==> config.mk <==
export PLATFORM = sky130hd
export DESIGN_NAME = ball_renderer
export DESIGN_NICKNAME = d
export VERILOG_FILES = /design/src/rtl/ball_pkg.sv /design/src/rtl/ball_hit.sv /design/src/rtl/ball_renderer.sv
export SDC_FILE = /design/constraint.sdc
export NUM_CORES = 2
export LEC_CHECK = 0
export CAP_MARGIN = 20
export CORE_MARGIN = 2
export CORE_UTILIZATION = 60
export CTS_CLUSTER_DIAMETER = 50
export DETAILED_ROUTE_END_ITERATION = 10
export PLACE_DENSITY = 0.85
export SLEW_MARGIN = 25
export SYNTH_ARGS = -nofsm -noshare
export SYNTH_HDL_FRONTEND = slang
export SYNTH_HIERARCHICAL = 1
export SYNTH_SLANG_ARGS = --single-unit
export TNS_END_PERCENT = 5
==> constraint.sdc <==
create_clock -name Clk -period 24 [get_ports Clk]
set_clock_uncertainty 0.05 [all_clocks]
set_input_delay 2.4 -clock Clk [delete_from_list [all_inputs] [get_ports Clk]]
set_output_delay 2.4 -clock Clk [all_outputs]
set_load 0.1 [all_outputs]
==> src/rtl/ball_pkg.sv <==
// Shared types and constants for the ball renderer: ball register layout,
// CTRL address and visible screen limits.
package ball_pkg;

    typedef struct packed {
        logic       enable;
        logic [5:0] radius;
        logic [9:0] y;
        logic [9:0] x;
    } ball_t;

    localparam logic [3:0] CTRL_ADDR = 4'd8;
    localparam int         SCREEN_W  = 640;
    localparam int         SCREEN_H  = 480;

    // Bus view of a ball; reserved bits [30:26] always read back as zero
    function automatic logic [31:0] ball_to_word(input ball_t b);
        return {b.enable, 5'b0, b.radius, b.y, b.x};
    endfunction

endpackage

==> src/rtl/ball_hit.sv <==
// Two-stage distance compare for one ball: stage 1 registers the signed
// offsets, stage 2 registers whether the pixel lies inside the circle.
module ball_hit
    import ball_pkg::*;
(
    input  logic        Clk,
    input  logic        Reset,
    input  ball_t       ball,
    input  logic [9:0]  DrawX,
    input  logic [9:0]  DrawY,
    output logic        hit
);

    logic signed [10:0] dx, dy;
    logic               en_q;
    logic [11:0]        r2_q;
    logic               on_screen;
    logic [10:0]        adx, ady;
    logic [20:0]        dist2;

    assign on_screen = (DrawX < 10'(SCREEN_W)) && (DrawY < 10'(SCREEN_H));

    // Offsets are taken in signed arithmetic, so a ball near one edge never
    // wraps around to hit pixels on the opposite edge.
    always_ff @(posedge Clk or posedge Reset) begin
        if (Reset) begin
            dx   <= '0;
            dy   <= '0;
            en_q <= 1'b0;
            r2_q <= '0;
        end else begin
            dx   <= {1'b0, DrawX} - {1'b0, ball.x};
            dy   <= {1'b0, DrawY} - {1'b0, ball.y};
            en_q <= ball.enable && on_screen;
            r2_q <= {6'b0, ball.radius} * {6'b0, ball.radius};
        end
    end

    assign adx   = dx[10] ? -dx : dx;
    assign ady   = dy[10] ? -dy : dy;
    assign dist2 = (21'(adx) * 21'(adx)) + (21'(ady) * 21'(ady));

    always_ff @(posedge Clk or posedge Reset) begin
        if (Reset) begin
            hit <= 1'b0;
        end else begin
            hit <= en_q && (dist2 <= {9'b0, r2_q});
        end
    end

endmodule

==> src/rtl/ball_renderer.sv <==
// Avalon-MM ball register file with vsync-aligned double buffering and a
// per-ball hit pipeline. Optional frame counter: BALL_FRAME_COUNTER_EN.
module ball_renderer
    import ball_pkg::*;
#(
    parameter int NUM_BALLS = 4
) (
    input  logic        Clk,
    input  logic        Reset,
    input  logic        avl_chipselect,
    input  logic        avl_read,
    input  logic        avl_write,
    input  logic [3:0]  avl_address,
    input  logic [31:0] avl_writedata,
    output logic [31:0] avl_readdata,
    input  logic        VGA_VS,
    input  logic [9:0]  DrawX,
    input  logic [9:0]  DrawY,
    output logic        is_ball,
    output logic [2:0]  ball_id
);

    ball_t                pend [NUM_BALLS];
    ball_t                act  [NUM_BALLS];
    logic                 commit_pending;
    logic                 vs_s1, vs_s2, vs_s3;
    logic                 vs_fall, swap;
    logic                 wr_en, rd_en, ctrl_commit;
    logic [31:0]          rd_word;
    logic [15:0]          frame_count;
    logic [NUM_BALLS-1:0] hit;
    logic                 unused_wdata;

    assign unused_wdata = &{1'b0, avl_writedata[30:26]};

    assign wr_en       = avl_chipselect && avl_write;
    assign rd_en       = avl_chipselect && avl_read;
    assign ctrl_commit = wr_en && (avl_address == CTRL_ADDR) && avl_writedata[0];

    always_ff @(posedge Clk or posedge Reset) begin
        if (Reset) begin
            vs_s1 <= 1'b0;
            vs_s2 <= 1'b0;
            vs_s3 <= 1'b0;
        end else begin
            vs_s1 <= VGA_VS;
            vs_s2 <= vs_s1;
            vs_s3 <= vs_s2;
        end
    end

    assign vs_fall = vs_s3 && !vs_s2;
    assign swap    = vs_fall && commit_pending;

`ifdef BALL_FRAME_COUNTER_EN
    always_ff @(posedge Clk or posedge Reset) begin
        if (Reset) begin
            frame_count <= '0;
        end else if (vs_fall) begin
            frame_count <= frame_count + 16'd1;
        end
    end
`else
    assign frame_count = '0;
`endif

    always_comb begin
        rd_word = '0;
        if (avl_address == CTRL_ADDR) begin
            rd_word = {frame_count, 15'b0, commit_pending};
        end
        for (int i = 0; i < NUM_BALLS; i++) begin
            if (avl_address == 4'(i)) begin
                rd_word = ball_to_word(pend[i]);
            end
        end
    end

    // A ball write landing on a swap cycle goes to pending only; the active
    // copy takes the pre-write pending value.
    always_ff @(posedge Clk or posedge Reset) begin
        if (Reset) begin
            for (int i = 0; i < NUM_BALLS; i++) begin
                pend[i] <= '0;
                act[i]  <= '0;
            end
            commit_pending <= 1'b0;
            avl_readdata   <= '0;
        end else begin
            for (int i = 0; i < NUM_BALLS; i++) begin
                if (swap) begin
                    act[i] <= pend[i];
                end
                if (wr_en && (avl_address == 4'(i))) begin
                    pend[i] <= ball_t'{enable: avl_writedata[31],
                                       radius: avl_writedata[25:20],
                                       y:      avl_writedata[19:10],
                                       x:      avl_writedata[9:0]};
                end
            end
            if (ctrl_commit) begin
                commit_pending <= 1'b1;
            end else if (swap) begin
                commit_pending <= 1'b0;
            end
            if (rd_en) begin
                avl_readdata <= rd_word;
            end
        end
    end

    for (genvar g = 0; g < NUM_BALLS; g++) begin : g_hit
        ball_hit u_hit (
            .Clk   (Clk),
            .Reset (Reset),
            .ball  (act[g]),
            .DrawX (DrawX),
            .DrawY (DrawY),
            .hit   (hit[g])
        );
    end

    always_comb begin
        is_ball = 1'b0;
        ball_id = 3'd0;
        for (int i = NUM_BALLS - 1; i >= 0; i--) begin
            if (hit[i]) begin
                is_ball = 1'b1;
                ball_id = 3'(i);
            end
        end
    end

endmodule

; ---- After elaboration in Yosys (flattened, before gate mapping)
; Index checks and enable logic that the tools add are counted.
[word_totals]
ff_bits = 396
out_inout_bits = 36
[op_classes]
addsub = 20
n_mul = 12
n_lt_le_gt_ge = 6
eq_ne = 4
n_mux = 23
reduce_logical = 22
[ops]
columns = cell, n
row1 = $mul 11x11->21, 8
row2 = $mux 32, 4
row3 = $mux 11, 8
row4 = $neg 11->11, 8
row5 = $sub 10x10->11, 8
row6 = $add 21x21->21, 4
row7 = $le 21x12->1, 4
row8 = $mul 6x6->12, 4
row9 = $logic_and 1x1->1, 19
row10 = $lt 10x10->1 const B, 1
row11 = $lt 10x9->1 const B, 1
row12 = $mux 3, 3
row13 = $eq 4x2->1 const B, 2
row14 = $mux 1, 7
row15 = $eq 4x1->1 const B, 1
row16 = $eq 4x4->1 const B, 1
row17 = $logic_not 4->1, 1
row18 = $mux 2, 1
row19 = $reduce_bool 2->1, 1
row20 = $logic_not 1->1, 1

; ---- Depth between registers and ports, before layout
[depth]
ltp_word = 6
ltp_mapped = 35
depth_no_buf = 35

; ---- Hierarchy
; Netlist, hierarchy kept.
[modules_own_cells]
columns = module, n_inst, cells_each, area_each_um2, seq_area_each_um2
row1 = ball_renderer, 1, 673, 9995.8, 6180.9
row2 = ball_hit at g_hit[1].u_hit, 1, 1080, 9688.0, 875.8
row3 = ball_hit at g_hit[0].u_hit, 1, 1066, 9656.8, 875.8
row4 = ball_hit at g_hit[3].u_hit, 1, 1066, 9614.2, 875.8
row5 = ball_hit at g_hit[2].u_hit, 1, 1060, 9582.9, 875.8

; ---- Least setup slack after synthesis
; No wires, ideal clock.
[synth_timing]
path_type = register -> register
startpoint = reg g_hit[0].u_hit.dy[0]
endpoint = reg g_hit[0].u_hit.hit
t_arrival_ns = 8.700
required_ns = 23.854
slack_ns = 15.154
path_stages_with_launch = 34
period_less_slack_ns = 8.846
cell_sequence = dfrtp_1 -> inv_1 -> clkbuf_1 -> ha_1 -> inv_1 -> or3_1 -> or2_2 -> o21ai_0 -> xor2_1 -> inv_1 -> nand2_1 -> inv_1 -> fa_1 -> fa_1 -> inv_1 -> fa_1 -> inv_1 -> fa_1 -> fa_1 -> fa_1 -> inv_1 -> fa_1 -> inv_1 -> ha_1 -> a211o_1 -> or2_2 -> o221ai_1 -> xnor2_1 -> ha_1 -> nand2_1 -> or4_1 -> o221ai_1 -> nand4_1 -> nor4_2
[synth_via]
elab_chain_cells = 6
[synth_lines]
columns = item, line_no
row1 = start: declaration, ball_hit.sv:14  ; logic signed [10:0] dx, dy;
row2 = start signal: assignment, ball_hit.sv:33  ; dy <= {1'b0, DrawY} - {1'b0, ball.y};
row3 = $neg 11->11, ball_hit.sv:40  ; assign ady = dy[10] ? -dy : dy;
row4 = $mux 11 *, ball_hit.sv:40
row5 = $mul 11x11->21 *, ball_hit.sv:41  ; assign dist2 = (21'(adx) * 21'(adx)) + (21'(ady) * 21'(ady));
row6 = $add 21x21->21 *, ball_hit.sv:41
row7 = $le 21x12->1 *, ball_hit.sv:47  ; hit <= en_q && (dist2 <= {9'b0, r2_q});
row8 = $logic_and 1x1->1 *, ball_hit.sv:47
row9 = end signal: assignment, ball_hit.sv:47
row10 = end: declaration, ball_hit.sv:11  ; output logic hit
; Every way passes the cells marked *; elsewhere a longest branch is shown, timed or not.
; A chain may end at the register's enable or synchronous reset.

; ---- Worst setup path after layout
[layout_timing]
startpoint = reg g_hit[2].u_hit.dy[0]
endpoint = reg g_hit[2].u_hit.hit
[layout_via]
elab_chain_cells = 6
[layout_lines]
columns = item, line_no
row1 = start: declaration, ball_hit.sv:14
row2 = start signal: assignment, ball_hit.sv:33
row3 = $neg 11->11, ball_hit.sv:40
row4 = $mux 11 *, ball_hit.sv:40
row5 = $mul 11x11->21 *, ball_hit.sv:41
row6 = $add 21x21->21 *, ball_hit.sv:41
row7 = $le 21x12->1 *, ball_hit.sv:47
row8 = $logic_and 1x1->1 *, ball_hit.sv:47
row9 = end signal: assignment, ball_hit.sv:47
row10 = end: declaration, ball_hit.sv:11
; Marks and branches as above.

==> results_dict.tcl <==
set metrics [dict create \
    die_h_microns 288 \
    viasPerCell 5.59 \
    fillers 5854 \
    drive_gt1_share_pct 8.14 \
    core_area_sq_um 80300 \
    initialDrtViolationCount 2461 \
    grt_pass1_vias 36600 \
    rsz0062_at_grt "false" \
    period_share_pct 43.5 \
    synth.distinct_cells 95 \
    worst_path_most_repeated_cell "fa_1" \
    worst-path-buf-inv 5 \
    async_flop_share_pct 100 \
    synth_flop_cell "dfrtp_1" \
    tritoncts "yes" \
    synth_most_common_cell "inv_1" \
    synth_area_sq_um 48500 \
    syn_to_final_growth_pct 7.77 \
    netlist_instances 4945 \
    period_minus_slack_ns 10.43 \
    max_clock_freq_ghz 0.0959 \
    crit_arrival_ns 10.81 \
    cp_top_family "adder cells" \
    dr.pass1.iters 6 \
    utilization_pct 65.2 \
    portBuffers 86 \
    htree_levels 2 \
    antenna_found_initial 21 \
    synth_edf_count 0 \
    final_nets 6403 \
    finalWorstSetupSlack_ns 13.57 \
    finalSetupViolCount 0 \
    crit_path_end_kind "register" \
    overflow 0 \
    cp_slowest_stage_delay_ns 0.86 \
    grt_usage_pct 28.6 \
    tightestPinTransition_ns 1.07 \
    slew-limit-headroom_pct 28.2 \
    synth-seq-area-share_pct 20.0 \
    ys_warn_count 6 \
    dpl.hpwl_mm 91.3 \
    clock-sinks 387 \
    dieArea_sq_um 83200 \
    grt_max_degree 119 \
    cp.required_ns 24.38 \
    clock_latency_ns 0.57 \
    ys_top_cells_by_count "1,232 x inv_1, 694 x fa_1, 552 x ha_1, 387 x dfrtp_1, 377 x nor2_1" \
    ys_ff_latch 387 \
    ioPinCount 98 \
    clkTransAtPathRegs_ns 0.07 \
    slowest_stage "xor2_1" \
    root_buffer "clkbuf_16" \
    grt_first_pass_wirelength_mm 188 \
    critPathLaunchType "register" \
    final_max_slew_viol_count 0 \
    status "completed" \
    post_cts_buffers 0 \
    drtAntennaViolNets 0 \
    path_class "register to register" \
    num_rows 104 \
    drc 0 \
    yosysTopAreaCell "fa_1" \
    num_vias 34600 \
    tns_ns 0 \
    synth_top_area_share_pct 28.6 \
    drv_cap 0 \
    numCtsBuffers 37 \
    hp-class "register to register" \
    finalWeightedCongestion 0.924 \
    hold_violations 0 \
    avgSynthCellArea_sq_um 9.82 \
    clk_path_buf_depth 3 \
    wl_per_cell_microns 18.4 \
    routed_wl_mm 114 \
    dp_worst_setup_slack_ns 13.90 \
    fp.dieW_microns 288 \
    cts_resized 0 \
    initial_core_util_pct 60.5 \
    ys_top_cells_by_area "fa_1 29%, dfrtp_1 20%, ha_1 14%" \
    ctsHoldBuffers 0 \
    critPathMaxFanout 13 \
]
==> per-stage QoR <==
| stage | instance area [sq um] | hold WS [ns] | std cells |
|---|---|---|---|
| after global routing | 52300 | 0.316 | 6187 |
| after detailed placement | 50900 | 0.287 | 6116 |
| final | 52300 | 0.304 | 6190 |
| after floorplan | 48700 | 0.281 | 5000 |
| after CTS | 52300 | 0.309 | 6183 |
| after global placement | 50900 | 0.289 | 6116 |
==> placed cells by master, fill, tap and decap left out, types with 12 or more instances in the layout <==
cell,count
mux2_4,20
clkdlybuf4s50_1,85
fa_1,694
clkbuf_16,38
nand2_1,279
ha_1,552
a21o_1,41
nor2b_1,71
nor3_1,22
nor2_1,377
a21boi_0,12
o21bai_1,15
or2_2,29
o21a_1,25
o21ai_0,132
xnor2_1,136
and2_1,34
nand4_1,20
xor2_1,94
mux2_2,205
buf_4,57
or3_1,13
a21oi_1,102
o31ai_1,19
nand2b_1,43
dfrtp_1,387
nand3_1,24
a211oi_1,36
o211ai_1,15
o221ai_1,31
a31oi_1,16
inv_1,1231
conb_1,64
==> worst register-to-register path: cells and delay by family, from the launching register on <==
kind / cells / cell delay [ns]
fa+ha+maj: 10 / 4.09
compound gates: 7 / 1.83
xor+xnor: 2 / 1.09
buf+inv: 5 / 0.94
simple gates: 5 / 1.88
flops: 1 / 0.44
==> state kept, by name, indices dropped and copies added (netlist names), 4 cells and up <==
signal            count
g_hit.u_hit/r2_q     44
g_hit.u_hit/dy       44
pend                108
g_hit.u_hit/dx       44
act                 108
g_hit.u_hit/en_q      4
g_hit.u_hit/hit       4
avl_readdata         27
==> layer usage <==
metal	up-vias	wire, microns	GRT usage [%]
li1	15600	-	-
met1	17400	46900	39.7
met2	1324	52600	45.7
met3	253	10700	5.96
met4	22	3350	8.13
met5	-	124	0
==> final timing paths <==
check | start | end | slack [ns] | cells after the start
max reg2reg | g_hit[2].u_hit/dy[0] | g_hit[2].u_hit/hit | 13.57 | 29
min in group asynchronous | Reset | g_hit[0].u_hit/dy[2] | 2.64 | 3
min reg2reg | vs_s1 | vs_s2 | 0.30 | 0
max in group asynchronous | Reset | act[70] | 19.21 | 4
max | g_hit[2].u_hit/dy[0] | g_hit[2].u_hit/hit | 13.57 | 29
min | vs_s1 | vs_s2 | 0.30 | 0
==> kinds of logic (layout without fill, tap and decap cells) <==
group | Yosys count | after routing | share of synthesized area (%)
adders and majority gates | 1246 | 1246 | 42.9
muxes | 230 | 230 | 5.48
AOI/OAI and AO/OA | 513 | 513 | 6.95
and+or+nand+nor | 995 | 995 | 9.76
other | 9 | 71 | 0.0696
buffers and inverters | 1329 | 1452 | 10.5
DFF | 387 | 387 | 20.0
xor gates and xnor gates | 236 | 236 | 4.40
==> cell type report <==
type / count / area, sq um / area share (%)
Multi-Input combinational cell: 3284 / 34000 / 64.9
Sequential cell: 387 / 9680 / 18.5
Inverter: 1241 / 4670 / 8.92
Tap cell: 1060 / 1330 / 2.54
Timing Repair Buffer: 144 / 1290 / 2.48
Clock buffer: 47 / 1050 / 2.02
Clock inverter: 20 / 302 / 0.576
Antenna cell: 7 / 17.5 / 0.0335
Power is left out: the tool's default activity adds up to more than one toggle a clock period on the data nets, which glitch-free logic cannot reach.
